[src/rtl/alu_arbiter.sv]
// Two-requester arbiter in front of one shared combinational ALU, with optional
// bounded ownership locking, carry chaining and a one-cycle registered response.
module alu_arbiter #(
  parameter int WORD_LEN = 32,
  parameter int MAX_LOCK = 8
) (
  input  logic                clk,
  input  logic                rst,
  input  logic                req0,
  input  logic                req1,
  input  logic                lock0,
  input  logic                lock1,
  input  logic [3:0]          cmd0,
  input  logic [3:0]          cmd1,
  input  logic [WORD_LEN-1:0] a0,
  input  logic [WORD_LEN-1:0] b0,
  input  logic [WORD_LEN-1:0] a1,
  input  logic [WORD_LEN-1:0] b1,
  input  logic                cin0,
  input  logic                cin1,
  input  logic                chain0,
  input  logic                chain1,
  output logic                gnt0,
  output logic                gnt1,
  output logic [3:0]          alu_cmd,
  output logic [WORD_LEN-1:0] alu_val1,
  output logic [WORD_LEN-1:0] alu_val2,
  output logic                alu_cin,
  input  logic [WORD_LEN-1:0] alu_res,
  input  logic                alu_n,
  input  logic                alu_z,
  input  logic                alu_c,
  input  logic                alu_v,
  output logic                rsp_valid0,
  output logic                rsp_valid1,
  output logic [WORD_LEN-1:0] rsp_res,
  output logic [3:0]          rsp_flags,
  output logic                rsp_id
);

  localparam int CNT_W = $clog2(MAX_LOCK) + 1;
  localparam logic [CNT_W-1:0] CNT_LAST = CNT_W'(MAX_LOCK - 1);

  typedef enum logic [1:0] {IDLE, OWN0, OWN1} state_t;

  state_t           state, next_state;
  logic             prio, next_prio;
  logic [CNT_W-1:0] lock_cnt, next_cnt;
  logic             c_reg;
  logic             grant_any;
  logic             grant_id;
  logic             owner;
  logic             owner_lock;

  assign grant_any  = gnt0 | gnt1;
  assign grant_id   = gnt1;
  assign owner      = (state == OWN1);
  assign owner_lock = owner ? lock1 : lock0;

  always_ff @(posedge clk) begin
    if (rst) begin
      state    <= IDLE;
      prio     <= 1'b0;
      lock_cnt <= '0;
    end else begin
      state    <= next_state;
      prio     <= next_prio;
      lock_cnt <= next_cnt;
    end
  end

  // Owner loses the lock on its own release, or is evicted after MAX_LOCK owned
  // cycles; only eviction hands priority to the other side.
  always_comb begin
    next_state = state;
    next_prio  = prio;
    next_cnt   = lock_cnt;
    case (state)
      IDLE: begin
        if (grant_any) begin
          next_prio = ~grant_id;
          if (grant_id ? lock1 : lock0) begin
            next_state = grant_id ? OWN1 : OWN0;
            next_cnt   = '0;
          end
        end
      end
      OWN0, OWN1: begin
        next_cnt = lock_cnt + 1'b1;
        if (!owner_lock) begin
          next_state = IDLE;
        end else if (lock_cnt == CNT_LAST) begin
          next_state = IDLE;
          next_prio  = ~owner;
        end
      end
      default: next_state = IDLE;
    endcase
  end

  always_comb begin
    gnt0 = 1'b0;
    gnt1 = 1'b0;
    if (!rst) begin
      case (state)
        IDLE: begin
          if (req0 && req1) begin
            gnt0 = ~prio;
            gnt1 = prio;
          end else begin
            gnt0 = req0;
            gnt1 = req1;
          end
        end
        OWN0:    gnt0 = req0;
        OWN1:    gnt1 = req1;
        default: ;
      endcase
    end
  end

  always_comb begin
    alu_cmd  = 4'b0000;
    alu_val1 = '0;
    alu_val2 = '0;
    alu_cin  = 1'b0;
    if (gnt1) begin
      alu_cmd  = cmd1;
      alu_val1 = a1;
      alu_val2 = b1;
      alu_cin  = chain1 ? c_reg : cin1;
    end else if (gnt0) begin
      alu_cmd  = cmd0;
      alu_val1 = a0;
      alu_val2 = b0;
      alu_cin  = chain0 ? c_reg : cin0;
    end
  end

  // Response and carry capture the ALU output at the edge closing a grant.
  always_ff @(posedge clk) begin
    if (rst) begin
      c_reg      <= 1'b0;
      rsp_valid0 <= 1'b0;
      rsp_valid1 <= 1'b0;
      rsp_res    <= '0;
      rsp_flags  <= 4'b0000;
      rsp_id     <= 1'b0;
    end else begin
      rsp_valid0 <= gnt0;
      rsp_valid1 <= gnt1;
      if (grant_any) begin
        c_reg     <= alu_c;
        rsp_res   <= alu_res;
        rsp_flags <= {alu_n, alu_z, alu_c, alu_v};
        rsp_id    <= grant_id;
      end
    end
  end

endmodule

[config.mk]
export PLATFORM = sky130hd
export DESIGN_NAME = alu_arbiter
export DESIGN_NICKNAME = d
export VERILOG_FILES = /design/src/rtl/alu_arbiter.sv
export SDC_FILE = /design/constraint.sdc
export NUM_CORES = 1
export LEC_CHECK = 0
export BUFFER_PORTS_ARGS = -buffer_cell sky130_fd_sc_hd__buf_2
export CORE_MARGIN = 5
export CORE_UTILIZATION = 25
export CTS_CLUSTER_DIAMETER = 30
export CTS_CLUSTER_SIZE = 8
export DETAILED_ROUTE_END_ITERATION = 10
export PLACE_DENSITY = 0.61
export SYNTH_ARGS = -nofsm -noshare
export SYNTH_HDL_FRONTEND = slang
export SYNTH_SLANG_ARGS = --single-unit
[constraint.sdc]
create_clock -name clk -period 2.7 [get_ports clk]
set_clock_uncertainty 0.15 [all_clocks]
set_input_delay 0.54 -clock clk [delete_from_list [all_inputs] [get_ports clk]]
set_output_delay 0.54 -clock clk [all_outputs]
set_load 0.02 [all_outputs]
# Yosys cells after proc, flatten, opt, wreduce, memory -nomap -nowiden
# Index checks and enable logic that the tools add are counted.
# word_totals
reg_bits	47
in_bits	182
output_inout_bits	110
elab_cells	60
# op_classes
n_addsub	1
eq_ne	8
muxes	31
n_bitwise	4
reduce_logical	7
# op_table
cell	n
$mux 32	4
$mux 4	4
$mux 1	13
$mux 2	5
$ne 2x2->1 const B	4
$pmux 4 s2	1
$pmux 1 s2	3
$reduce_and 3->1	2
$add 4x1->4 const B	1
$eq 4x3->1 const B	1
$pmux 2 s2	1
$reduce_and 4->1	1
$ne 3x3->1 const B	1
$not 1->1	3
$eq 2x1->1 const B	1
$eq 2x2->1 const B	1
$logic_not 2->1	1
$reduce_bool 2->1	1
$reduce_or 2->1	1
$logic_and 1x1->1	1
$or 1x1->1	1

# Depth between registers and ports, before layout
# depth
depth_word	8
depth_mapped	10
ltp_nobuf	9

# Worst setup path after synthesis
# Ideal clock, no wire load.
# synth_path
kind	register -> output
startpoint	register state[0]
endpoint	output alu_cin
arrival_time_ps	1760
required_ps	2010
path_slack_ps	250
stages_incl_launch_ff	9
path_buffers	2
path_cell_list	dfxtp_1 inv_1 ha_1 and2_4 a21o_2 nand2_1 buf_2 buf_2 o22ai_1
# synth_between
elab_chain_len	5
elab_cells_between_ends	9
classes_between	eq/ne (2); mux (6); reduce/logical (1)
# synth_lines
item	line	rtl
from (decl)	46	state_t state, next_state;
from (signal assigned)	66	state <= next_state;
$eq 2x1->1 or $logic_not 2->1 (tied branches)	105	case (state)
$pmux 1 s2	105	
$mux 1	104	if (!rst) begin
$mux 1	132	end else if (gnt0) begin
$mux 1 *	127	if (gnt1) begin
to (decl)	28	output logic alu_cin,
# Mark *: on every way between the ends. The rest lies on a longest branch, timed or not.

# Worst setup path after layout
# layout_path
startpoint	register state[0]
endpoint	output alu_val2[14]
# layout_between
elab_chain_len	5
elab_cells_between_ends	9
classes_between	eq/ne (2); mux (6); reduce/logical (1)
# layout_lines
item	line	rtl
$eq 2x1->1 or $logic_not 2->1 (tied branches)	105	
$pmux 1 s2	105	
$mux 1	104	
$mux 32	132	
$mux 32 *	127	
to (decl)	27	output logic [WORD_LEN-1:0] alu_val2,
# Marked as above.

==> metrics.csv <==
metric;value;unit
p_per_area;837.9;nW/um^2
dp_slack;0.1346;ns
first_iter_violations;216;
die_width;118.5;um
hold_slack;0.2982;ns
start_util;25.65;%
syn_to_final_growth;79.03;%
rows;39;
hold_viol_final;0;
avgSynthCellArea;6.232;sq um
crit_path_cell_trace;inv_4 > ha_4 > and2_4 > a21oi_4 > nor2b_4 > nand2_4 > clkinv_8 > clkbuf_16 > nand3_1 > nand2_1 > buf_4;
routedWlPerCell;15.92;um
n_antenna_cell;0;
grt_max_degree;37;
synth.largest_area_cell;dfxtp_1;
layout_setup_ws;0.05119;ns
num_io_pins;292;
synth_common_cells;218 x nand2_1, 72 x nand3_1, 46 x dfxtp_1;
die_area;14040;sq um
synth-seq-area-share;31.31;%
hp-class;reg2reg;
syn_area;2942;sq um
async_reset_ff_share;0;%
totalPowerFinal;0.004412;W
place.gp.congestion;0.9130;
clock_path_buffers;2;
holdPathEnd;rsp_res[18];
synth_ff_type;dfxtp_1;
cts_root_buffer;clkbuf_16;
cp_slowest_cell;dfxtp_2;
cts.sinks;46;
clkTransAtPathRegs;0.07;ns
synth_warnings;0;
post-route-period-util;98.10;%
slew_viol_final;0;
yosys-top-cells-area;dfxtp_1 31%, nand2_1 28%, nand3_1 12%, a21oi_1 6.5%, buf_2 4.1%;
htree_num_levels;2;
die_y;118.5;um
cp-end-kind;output pin;
groute.usage.overall;17.77;%
yosysMostFrequentCell;nand2_1;
overflow;0;
min_path_cells;2;
rsz0062_at_grt;yes;
grt_pass1_wl;20760;um
viasPerCell;4.656;
max-vdd-ir-drop;0.5288;mV
p_leak;2.964;nW
cts_tree;yes;
synth-edff-count;0;
via_count;4228;
crit_required;2.01;ns
firstDrtPassIters;4;
cts_made_buffers;5;
grt_antenna_before_repair;1;
slew_headroom;68.53;%
clock_latency;0.28;ns
multi_input_area;1891;sq um
crit_path_start_kind;register;
n_fill_cell;1191;
route.detailed.drc;0;
drive_above_1_share;46.80;%
max_cap_violations;0;
finalCriticalPeriod;2.649;ns
max_freq;377.5;MHz
ant_nets;0;
grt_pass1_vias;3910;
min_from;rsp_res[18];
critPathKind;reg2out;
nets;951;
synth.net_count;659;
coreArea;11470;sq um
r2r-end;state[0];
final-seq-area;923.4;sq um
max_stage_delay;0.35;ns
cp_data_arrival_time;1.96;ns
yosys_register_bits;46;
synth_top_area_share;31.31;%
holdBufCountCts;0;
rr_worst_depth;8;
status;completed;
setup_viol;0;
port_buffers;291;
crit_start;state[0];
reg2reg_from;state[0];
cp_max_fo;7;
hpwl;10280;um
syn_inst;472;
rrSetupSlack;0.52;ns
dp_cells;885;
stdcell_count;908;
yosysUniqueCellTypes;45;
tightest_slew;0.4711;ns
totalWireLength;14450;um
flip-flops by register name, summed over array words and instances, names as in the netlist:
signal      cells
rsp_res        32
rsp_valid1      1
state           2
rsp_id          1
rsp_flags       4
prio            1
lock_cnt        4
rsp_valid0      1
metrics by stage:
step / util (%) / instance area (sq um) / TNS (ns)
after floorplan: - / 2942 / 0
after global placement: 39.92 / 4578 / 0
after detailed placement: 39.92 / 4578 / 0
after CTS: 42.99 / 4930 / -0.006473
after global routing: 45.92 / 5266 / -0.2071
final: 45.92 / 5266 / 0
worst max path at each step:
stage | slack [ns] | depth (start not counted) | endpoint
after detailed placement | 0.13 | 9 | alu_cmd[3]
final | 0.05 | 11 | alu_val2[14]
after floorplan | 0.25 | 8 | alu_cin
after global placement | 0.17 | 9 | alu_cmd[3]
after CTS | -0.006 | 11 | alu_val1[30]
after global routing | -0.03 | 11 | alu_val2[14]
cells in the final DEF (no fill, tap or decap), types with 5 or more instances in the layout:
master       n
buf_2      252
nand2_1    214
nand3_1     69
dfxtp_1     44
buf_4       40
a21oi_1     38
buf_6       13
clkbuf_16    9
inv_1        7
o21ai_0      6
buf_12       5
worst max-delay path: cells and delay by family, from the launching register on:
family	cells	cell delay, ns
AO/OA/AOI/OAI	1	0.15
AND/OR/NAND/NOR	5	0.53
buffers and inverters	4	0.49
adder cells (fa/ha/maj)	1	0.15
flip-flops	1	0.35
routing by layer:
layer | vias to the layer above | share of wire (%) | routed length, um | global-route usage [%]
li1 | 2136 | - | - | -
met3 | 14 | 7.7 | 1108 | 4.202
met5 | - | 0.048 | 7 | 0
met4 | 2 | 0.82 | 119 | 3.047
met2 | 187 | 49 | 7089 | 30.10
met1 | 1889 | 42 | 6128 | 23.41
report_power, final:
group          switching [W]  internal (W)
sequential         0.0000755      0.000830
combinational        0.00171       0.00116
clock               0.000280      0.000353
cells by family after synthesis:
logic type,Yosys count,synth area share (%)
compound gates,61,12.85
flops,46,31.31
simple gates,310,45.09
mux,3,1.233
fa+ha+maj,5,2.127
buf+inv,47,7.401
area by class of cell:
type / count / area share [%]
timing repair buffer: 320 / 38.89
multi-input combinational: 379 / 35.90
sequential: 46 / 17.53
tap: 143 / 3.397
clock buffer: 5 / 2.376
inverter: 11 / 1.164
clock inverter: 3 / 0.5227
timing repair inverter: 1 / 0.2138
timing repair:
item | in CTS | in global routing
resized for setup | 32 | 58
setup buffers | 2 | 3
gates cloned | 4 | 6
setup endpoints to repair | 69 | 69
pin swaps | 1 | 4
No activity file was read; power rests on OpenSTA's default activity.
